### src/rtl/seq_det_pkg.sv
// seq_det_pkg: shared defaults, per-channel context type and round-robin pick helper
package seq_det_pkg;
  localparam int MAX_W = 16;
  localparam logic [3:0] DEFAULT_PATTERN = 4'b1011;
  localparam int DEFAULT_LEN = 4;
  typedef struct packed {
    logic [MAX_W-1:0] hist;
    logic [4:0] fill;
  } ch_ctx_t;
  function automatic logic [MAX_W-1:0] rr_pick(input logic [MAX_W-1:0] valid, input logic [3:0] ptr, input int n);
    logic [MAX_W-1:0] g = '0;
    for (int i = 0; i < MAX_W; i++) begin
      int idx = (int'(ptr) + i) % n;
      if (i < n && g == '0 && valid[idx]) g[idx] = 1'b1;
    end
    return g;
  endfunction
endpackage

### src/rtl/seq_rr_arb.sv
// seq_rr_arb: round-robin arbiter; req in, one-hot grant and its index out, pointer advances past grant on advance
module seq_rr_arb
  import seq_det_pkg::*;
#(
  parameter int NUM_CH = 4
) (
  input  logic                      clk,
  input  logic                      reset,
  input  logic [NUM_CH-1:0]         req,
  input  logic                      advance,
  output logic [NUM_CH-1:0]         grant,
  output logic [$clog2(NUM_CH)-1:0] grant_idx
);
  localparam int PW = $clog2(NUM_CH);
  logic [PW-1:0] ptr;
  logic [MAX_W-1:0] pick;
  always_comb begin
    pick = rr_pick(MAX_W'(req), 4'(ptr), NUM_CH);
    grant_idx = '0;
    for (int i = 0; i < MAX_W; i++) if (pick[i]) grant_idx = PW'(i);
    grant = (|pick) ? NUM_CH'(1) << grant_idx : '0;
  end
  always_ff @(posedge clk)
    if (reset) ptr <= '0;
    else if (advance) ptr <= (grant_idx == PW'(NUM_CH - 1)) ? '0 : grant_idx + 1'b1;
endmodule

### src/rtl/seq_det_sched.sv
// seq_det_sched: one pattern detector time-shared round-robin over NUM_CH serial streams (req_valid/req_bit/req_ready, cfg_we/cfg_pattern/cfg_len/cfg_err, match_valid/match_ch/match_total, busy)
module seq_det_sched
  import seq_det_pkg::*;
#(
  parameter int NUM_CH = 4,
  parameter int PAT_W  = 4,
  parameter int CNT_W  = 16
) (
  input  logic                       clk,
  input  logic                       reset,
  input  logic [NUM_CH-1:0]          req_valid,
  input  logic [NUM_CH-1:0]          req_bit,
  output logic [NUM_CH-1:0]          req_ready,
  input  logic                       cfg_we,
  input  logic [PAT_W-1:0]           cfg_pattern,
  input  logic [$clog2(PAT_W+1)-1:0] cfg_len,
  output logic                       cfg_err,
  output logic                       match_valid,
  output logic [$clog2(NUM_CH)-1:0]  match_ch,
  output logic [CNT_W-1:0]           match_total,
  output logic                       busy
);
  localparam int LW = $clog2(PAT_W + 1);
  localparam int CW = $clog2(NUM_CH);
  logic [PAT_W-1:0] pattern;
  logic [LW-1:0] len;
  ch_ctx_t ctx [NUM_CH];
  logic [NUM_CH-1:0] grant;
  logic [CW-1:0] g;
  logic cfg_ok, xfer, hit;
  logic [MAX_W-1:0] nhist, lmask;
  logic [4:0] nfill;
  assign cfg_ok = cfg_we && cfg_len != '0 && cfg_len <= LW'(PAT_W);
  assign req_ready = (reset || cfg_ok) ? '0 : grant;
  assign xfer = |req_ready;
  assign busy = |req_valid;
  seq_rr_arb #(.NUM_CH(NUM_CH)) u_arb (
    .clk(clk),
    .reset(reset),
    .req(req_valid),
    .advance(xfer),
    .grant(grant),
    .grant_idx(g)
  );
  always_comb begin
    nhist = {ctx[g].hist[MAX_W-2:0], req_bit[g]};
    nfill = (ctx[g].fill >= 5'(PAT_W)) ? 5'(PAT_W) : ctx[g].fill + 1'b1;
    lmask = MAX_W'((17'd1 << len) - 17'd1);
    hit = xfer && nfill >= 5'(len) && ((nhist ^ MAX_W'(pattern)) & lmask) == '0;
  end
  always_ff @(posedge clk) begin
    if (reset) begin
      pattern <= PAT_W'(DEFAULT_PATTERN);
      len <= LW'(PAT_W < DEFAULT_LEN ? PAT_W : DEFAULT_LEN);
      for (int i = 0; i < NUM_CH; i++) ctx[i] <= '0;
      match_valid <= 1'b0;
      match_ch <= '0;
      match_total <= '0;
      cfg_err <= 1'b0;
    end else begin
      match_valid <= hit;
      cfg_err <= cfg_we && !cfg_ok;
      if (hit) begin
        match_ch <= g;
        if (!(&match_total)) match_total <= match_total + 1'b1;
      end
      if (cfg_ok) begin
        pattern <= cfg_pattern;
        len <= cfg_len;
        for (int i = 0; i < NUM_CH; i++) ctx[i] <= '0;
      end else if (xfer) ctx[g] <= {nhist, nfill};
    end
  end
endmodule

### config.mk
export PLATFORM = sky130hd
export DESIGN_NAME = seq_det_sched
export DESIGN_NICKNAME = d
export VERILOG_FILES = /design/src/rtl/seq_det_pkg.sv /design/src/rtl/seq_rr_arb.sv /design/src/rtl/seq_det_sched.sv
export SDC_FILE = /design/constraint.sdc
export NUM_CORES = 1
export LEC_CHECK = 0
export CORE_MARGIN = 2
export CORE_UTILIZATION = 48
export CTS_BUF_LIST = sky130_fd_sc_hd__clkbuf_4
export DETAILED_ROUTE_END_ITERATION = 6
export PLACE_DENSITY = 0.68
export SETUP_SLACK_MARGIN = 0.15
export SLEW_MARGIN = 30
export SYNTH_ARGS = -nofsm -noshare
export SYNTH_HDL_FRONTEND = slang
export SYNTH_HIERARCHICAL = 1
export SYNTH_SLANG_ARGS = --single-unit
### constraint.sdc
create_clock -name clk -period 7.45 [get_ports clk]
set_input_delay 0.745 -clock clk [delete_from_list [all_inputs] [get_ports clk]]
set_output_delay 0.745 -clock clk [all_outputs]
set_load 0.01 [all_outputs]
======== Word-level counts from Yosys, hierarchy flattened ========
Memories as Yosys holds them, arrays and structs flattened.
Cells that the tools add are included.
cells by class
  add/subtract/negate cells ............... 7
  magnitude comparators ................... 12
  equal/unequal tests ..................... 1
  shift-type cells ........................ 2
  muxes and demuxes ....................... 60
  bitwise operators ....................... 13
  reduce and logical (&&, ||, !) cells .... 28
operators with widths
  kind                                                               number
  2-to-1 mux 21 bit                                                  5
  zero test 16 bit                                                   4
  2-to-1 mux 16 bit                                                  3
  bitwise OR 16 bit                                                  3
  2-to-1 mux 2 bit                                                   16
  2-to-1 mux 1 bit                                                   23
  OR reduction 21 bit                                                1
  < comparator 3 x 6 -> 1 bit, second input constant                 3
  adder 16 x 1 -> 16 bit, second input constant                      1
  AND 16 bit                                                         1
  AND reduction 16 bit                                               1
  OR reduction 16 bit                                                1
  << shifter 1 x 3 -> 16 bit, first input constant                   1
  subtractor 16 x 1 -> 16 bit, second input constant                 1
  bitwise XOR 16 x 4 -> 16 bit                                       1
  logical AND 1 bit                                                  12
  2-to-1 mux 4 bit                                                   3
  binary-select mux 1 bit (select 3 bit)                             3
  demux 1 bit (select 3 bit)                                         3
  greater-or-equal comparator 3 x 1 -> 1 bit, second input constant  3
  OR reduction 4 bit                                                 2
  OR reduction 2 bit                                                 3
  adder 5 x 1 -> 5 bit, second input constant                        1
  greater-or-equal comparator 5 x 3 -> 1 bit                         1
  19 further kinds                                                   27
storage, ports and cells
  flip-flop bits (word level) ............. 29
  bits in writable memories ............... 84
  bits of input ports ..................... 18
  output and inout port bits .............. 25
  logic and storage cells ................. 131
  memories kept ........................... 1
memories
  memory  words  bits a word  rd ports  clocked after Yosys merged registers in  write ports  RTL line             text
  ctx     4      21           1         0                                        4            seq_det_sched.sv:27  ch_ctx_t ctx [NUM_CH];

======== Depth between registers and ports, before layout ========
  depth in word-level cells ............... 40
  depth in mapped cells ................... 26
  depth with buffers taken out ............ 21

======== Modules after synthesis ========
Netlist, hierarchy kept.
modules (own cells, without submodules)
  module         times used  cells an instance  area an instance (sq um)
  seq_det_sched  1           408                5,029.8
  seq_rr_arb     1           68                 648.1

======== Least setup slack after synthesis ========
No wires, ideal clock.
  path type ............................... register to register
  from .................................... register u_arb.ptr[0]
  to ...................................... register match_total[10]
  library setup time ...................... 121 ps
  arrival time ............................ 5,594 ps
  slack ................................... 1,735 ps
  cell stages (with the launch flop) ...... 23
  clock period less this slack ............ 5,715 ps
  path through ............................ dfxtp_1 inv_1 ha_1 buf_2 or4_4 a21boi_4 nand2_1 a31oi_4 a21o_1 buf_6 buf_1 mux4_2 ha_1 nor2b_1 inv_1 ha_1 o21ai_0 o21bai_1 nand4_1 or4_4 buf_6 nor4_1 mux2_2
on the way
  word-level cells in the longest chain between the ends .. 37
RTL lines
  item                                                                                                             RTL line             text
  from (decl)                                                                                                      seq_rr_arb.sv:15     logic [PW-1:0] ptr;
  from (signal assigned)                                                                                           seq_rr_arb.sv:25     else if (advance) ptr <= (grant_idx == PW'(NUM_CH - 1)) ? '0 : grant_idx + 1'b1;
  adder 2 x 1 -> 2 bit                                                                                             seq_det_pkg.sv:13    int idx = (int'(ptr) + i) % n;
  OR reduction 2 bit (no source line)                                                                              n/a
  AND 1 bit (no source line)                                                                                       n/a
  < comparator 3 x 6 -> 1 bit (not written as such) or greater-or-equal comparator 3 x 1 -> 1 bit (tied branches)  seq_det_pkg.sv:14    if (i < n && g == '0 && valid[idx]) g[idx] = 1'b1;
  logical AND 1 bit (not written as such)                                                                          seq_det_pkg.sv:14
  2-to-1 mux 1 bit (not written as such)                                                                           seq_det_pkg.sv:14
  demux 1 bit (select 3 bit)                                                                                       n/a
  bitwise OR 16 bit (no source line)                                                                               n/a
  [22 not listed]                                                                                                  n/a
  named net g[0]                                                                                                   seq_det_sched.sv:29  logic [CW-1:0] g;
  memory read (4 x 21 bit) *                                                                                       n/a
  adder 5 x 1 -> 5 bit or greater-or-equal comparator 5 x 3 -> 1 bit (tied branches)                               seq_det_sched.sv:47  nfill = (ctx[g].fill >= 5'(PAT_W)) ? 5'(PAT_W) : ctx[g].fill + 1'b1;
  2-to-1 mux 5 bit *                                                                                               seq_det_sched.sv:47
  named net nfill[2]                                                                                               seq_det_sched.sv:32  logic [4:0] nfill;
  greater-or-equal comparator 5 x 3 -> 1 bit *                                                                     seq_det_sched.sv:49  hit = xfer && nfill >= 5'(len) && ((nhist ^ MAX_W'(pattern)) & lmask) == '0;
  logical AND 1 bit * (2 in series)                                                                                seq_det_sched.sv:49
  AND reduction 2 bit (no source line) *                                                                           n/a
  to (signal assigned)                                                                                             seq_det_sched.sv:65  if (!(&match_total)) match_total <= match_total + 1'b1;
  to (decl)                                                                                                        seq_det_sched.sv:20  output logic [CNT_W-1:0] match_total,
Mark *: on every way through the listed nets, which the timed path passes. The rest lies on a longest branch. The select of a mux whose other input is x is not followed.
A chain may end at the register's enable or synchronous reset.

======== Worst setup path in the final report ========
  from .................................... register u_arb.ptr[0]
  to ...................................... register match_total[10]
RTL lines
  item                                                                                                             RTL line
  adder 2 x 1 -> 2 bit                                                                                             seq_det_pkg.sv:13
  OR reduction 2 bit (no source line)                                                                              n/a
  AND 1 bit (no source line)                                                                                       n/a
  < comparator 3 x 6 -> 1 bit (not written as such) or greater-or-equal comparator 3 x 1 -> 1 bit (tied branches)  seq_det_pkg.sv:14
  logical AND 1 bit (not written as such)                                                                          seq_det_pkg.sv:14
  2-to-1 mux 1 bit (not written as such)                                                                           seq_det_pkg.sv:14
  demux 1 bit (select 3 bit)                                                                                       n/a
  bitwise OR 16 bit (no source line)                                                                               n/a
  [21 not listed]                                                                                                  n/a
  named net g[1]                                                                                                   seq_det_sched.sv:29
  memory read (4 x 21 bit) *                                                                                       n/a
  adder 5 x 1 -> 5 bit or greater-or-equal comparator 5 x 3 -> 1 bit (tied branches)                               seq_det_sched.sv:47
  2-to-1 mux 5 bit *                                                                                               seq_det_sched.sv:47
  named net nfill[2]                                                                                               seq_det_sched.sv:32
  greater-or-equal comparator 5 x 3 -> 1 bit *                                                                     seq_det_sched.sv:49
  logical AND 1 bit * (2 in series)                                                                                seq_det_sched.sv:49
  AND reduction 2 bit (no source line) *                                                                           n/a
Marked as above.

==> flow_summary.toml <==
[logic_synthesis]
ys_ff_latch = 109
yosys.area.top_type = "edfxtp_1"
yosys-top-cells-count = "80 x edfxtp_1, 46 x nor2b_1, 30 x nor2_1"
async_flop_share = 0
syn_area_um2 = 5680
yosysSeqAreaShare = 0.525
synth-edff-count = 80
synth.top_cell.area_share = 0.423
synth_area_leaders = "edfxtp_1 42%, dfxtp_1 10%, mux4_2 6.3%"
ys_types = 64
synth_area_per_cell_um2 = 11.9
syn-instance-count = 476
synth.most_common_cell = "edfxtp_1"
yosys_warnings = 6
synth_ff_type = "edfxtp_1"

[timing]
rsz0062_at_grt = "false"
setup-violations-final = 0
hold_viol_final = 0
layout_min_cycle_time_ns = 6.09
finalCritPeriodShare = 0.817
max-slew-margin-rel = 0.445
hold_ws_ns = 0.504
slew_viol_final = 0
worst_pin_slew_ns = 0.830
fmax_mhz = 164
finalSetupTns_ns = 0
clock_skew_ns = 0.0267

[clock_tree]
cts_sinks = 109
cts_hold_buf = 0
clock_path_buffers = 2
htreeDepth = 3
ctsResizeCount = 0
clk_pin_slew_ns = 0.17
clk_latency_ns = 0.48
cts_tree = "yes"
cts-root-buf = "clkbuf_4"
numCtsBuffers = 9
post_cts_buffers = 0

[detailed_routing]
drtAntennaViolNets = 0
routed_wl_um = 12200
drc_errors = 0
dr_total_vias = 3905
firstDrtPassIters = 4
first_iter_violations = 272
vias_per_cell = 5.91
wire_per_inst_um = 18.5

[die]
die-height_um = 113
coreArea_um2 = 11500
initial_core_util = 0.495
ios = 43
dieArea_um2 = 12700
rows = 39
dieWidth_um = 113

[place]
dpl.hpwl_um = 8110
port_buffers = 42
place_area_um2 = 6240
globalplace.congestion = 0.828

[power]
fin_total_pwr_mw = 2.03
ir_worst_vdd_uv = 162
p_leak_nw = 2.33
powerDensity_nw_per_um2 = 317

[finish]
multi_input_area_um2 = 2550
layout.nets = 547
fin_area_um2 = 6400
syn_to_final_growth_pct = 12.6
regArea_um2 = 2980
antennaDiodeCount = 0
fillers = 966
drive_gt1_frac = 0.120
finalCoreUtilization = 0.558

[worst_setup_path]
cp_top_family = "simple AND/OR/NAND/NOR gates"
path_cells = "inv_1 -> ha_1 -> or4_4 -> a21boi_4 -> a22o_1 -> a31oi_4 -> nand2_4 -> a41o_1 -> buf_4 -> a211oi_1 -> a21oi_1 -> nor2b_1 -> inv_1 -> ha_1 -> o21ai_0 -> o21bai_1 -> nand4_1 -> or4_4 -> nor4_1 -> mux2_2"
crit_slowest_cell = "or4_4"
critPathLaunchType = "flop"
worstSetupPathType = "reg2reg"
worst-path-buf-inv = 3
critPathMaxStageDelay_ns = 0.67
arrival_ns = 6.46
crit_fanout = 30
cp_data_required_time_ns = 7.83
end_kind = "flop"

[grt]
grt-ovfl-total = 0
antenna_found_initial = 0
grt_pass1_wl_um = 19900
grt_pass1_vias = 3909
grt_util_all_layers = 0.200
grt_start_max_net_pins = 31

[run]
cap_violations = 0

[min_path]
hp-class = "reg2reg"

[outcome]
status = "finished clean"
-- registers in the layout (all words and copies together) (netlist names) --
name and flops:
cfg_err 1, match_total 16, ctx 80, match_valid 1, pattern 4, len 3
u_arb/ptr 2, match_ch 2
-- power by group --
part	internal, mW	total, mW	switching [mW]
registers	0.803	0.845	0.0420
clock network	0.109	0.312	0.204
logic	0.371	0.870	0.499
-- per-stage QoR --
stage | cells | setup slack (ns)
floorplan | 483 | 1.74
global placement | 645 | 1.22
detailed placement | 645 | 1.06
CTS | 661 | 1.40
global route | 661 | 0.904
finish | 661 | 1.36
-- final timing paths --
| path | end | slack, ns | depth (start not counted) | startpoint |
|---|---|---|---|---|
| max reg2reg | match_total[10] | 1.36 | 20 | u_arb/ptr[0] |
| min reg2reg | pattern[0] | 0.50 | 1 | pattern[0] |
| max | match_total[10] | 1.36 | 20 | u_arb/ptr[0] |
| min | pattern[0] | 0.50 | 1 | pattern[0] |
-- cells in the final DEF, fill, tap and decap left out, types with 10 or more instances in the layout --
| cell | count |
|---|---|
| a21oi_1 | 21 |
| nor2b_1 | 46 |
| clkbuf_4 | 10 |
| clkdlybuf4s50_1 | 42 |
| ha_1 | 16 |
| nand2_1 | 15 |
| o31ai_1 | 11 |
| mux4_2 | 16 |
| edfxtp_1 | 80 |
| and3_1 | 18 |
| or4_1 | 12 |
| nor2_1 | 29 |
| dfxtp_1 | 29 |
| nand3_1 | 14 |
| inv_1 | 19 |
-- metal layers --
| metal | global-route usage | up-vias | wire length, µm |
|---|---|---|---|
| met5 | 0 | - | 0 |
| met4 | 0.0659 | 0 | 183 |
| met3 | 0.0337 | 14 | 650 |
| met2 | 0.343 | 101 | 6150 |
| met1 | 0.259 | 1916 | 5220 |
| li1 | - | 1874 | - |
-- final cells by class --
cell class / instances / area share
clock inverters: 6 / 0.0113
inverters: 19 / 0.0112
clock buffers: 10 / 0.0117
multi-input cells: 326 / 0.399
repair buffers: 48 / 0.0728
flip-flops and latches: 109 / 0.466
well taps: 143 / 0.0280
-- logic make-up after synthesis --
| group | Yosys count | synth area share |
|---|---|---|
| adders and majority gates | 16 | 0.0353 |
| and+or+nand+nor | 195 | 0.205 |
| muxes | 27 | 0.0928 |
| buffers and inverters | 48 | 0.0346 |
| xor gates and xnor gates | 4 | 0.00617 |
| other | 1 | 0.000660 |
| AOI/OAI and AO/OA | 76 | 0.0998 |
| DFF | 109 | 0.525 |
(Power assumes the default switching activity.)
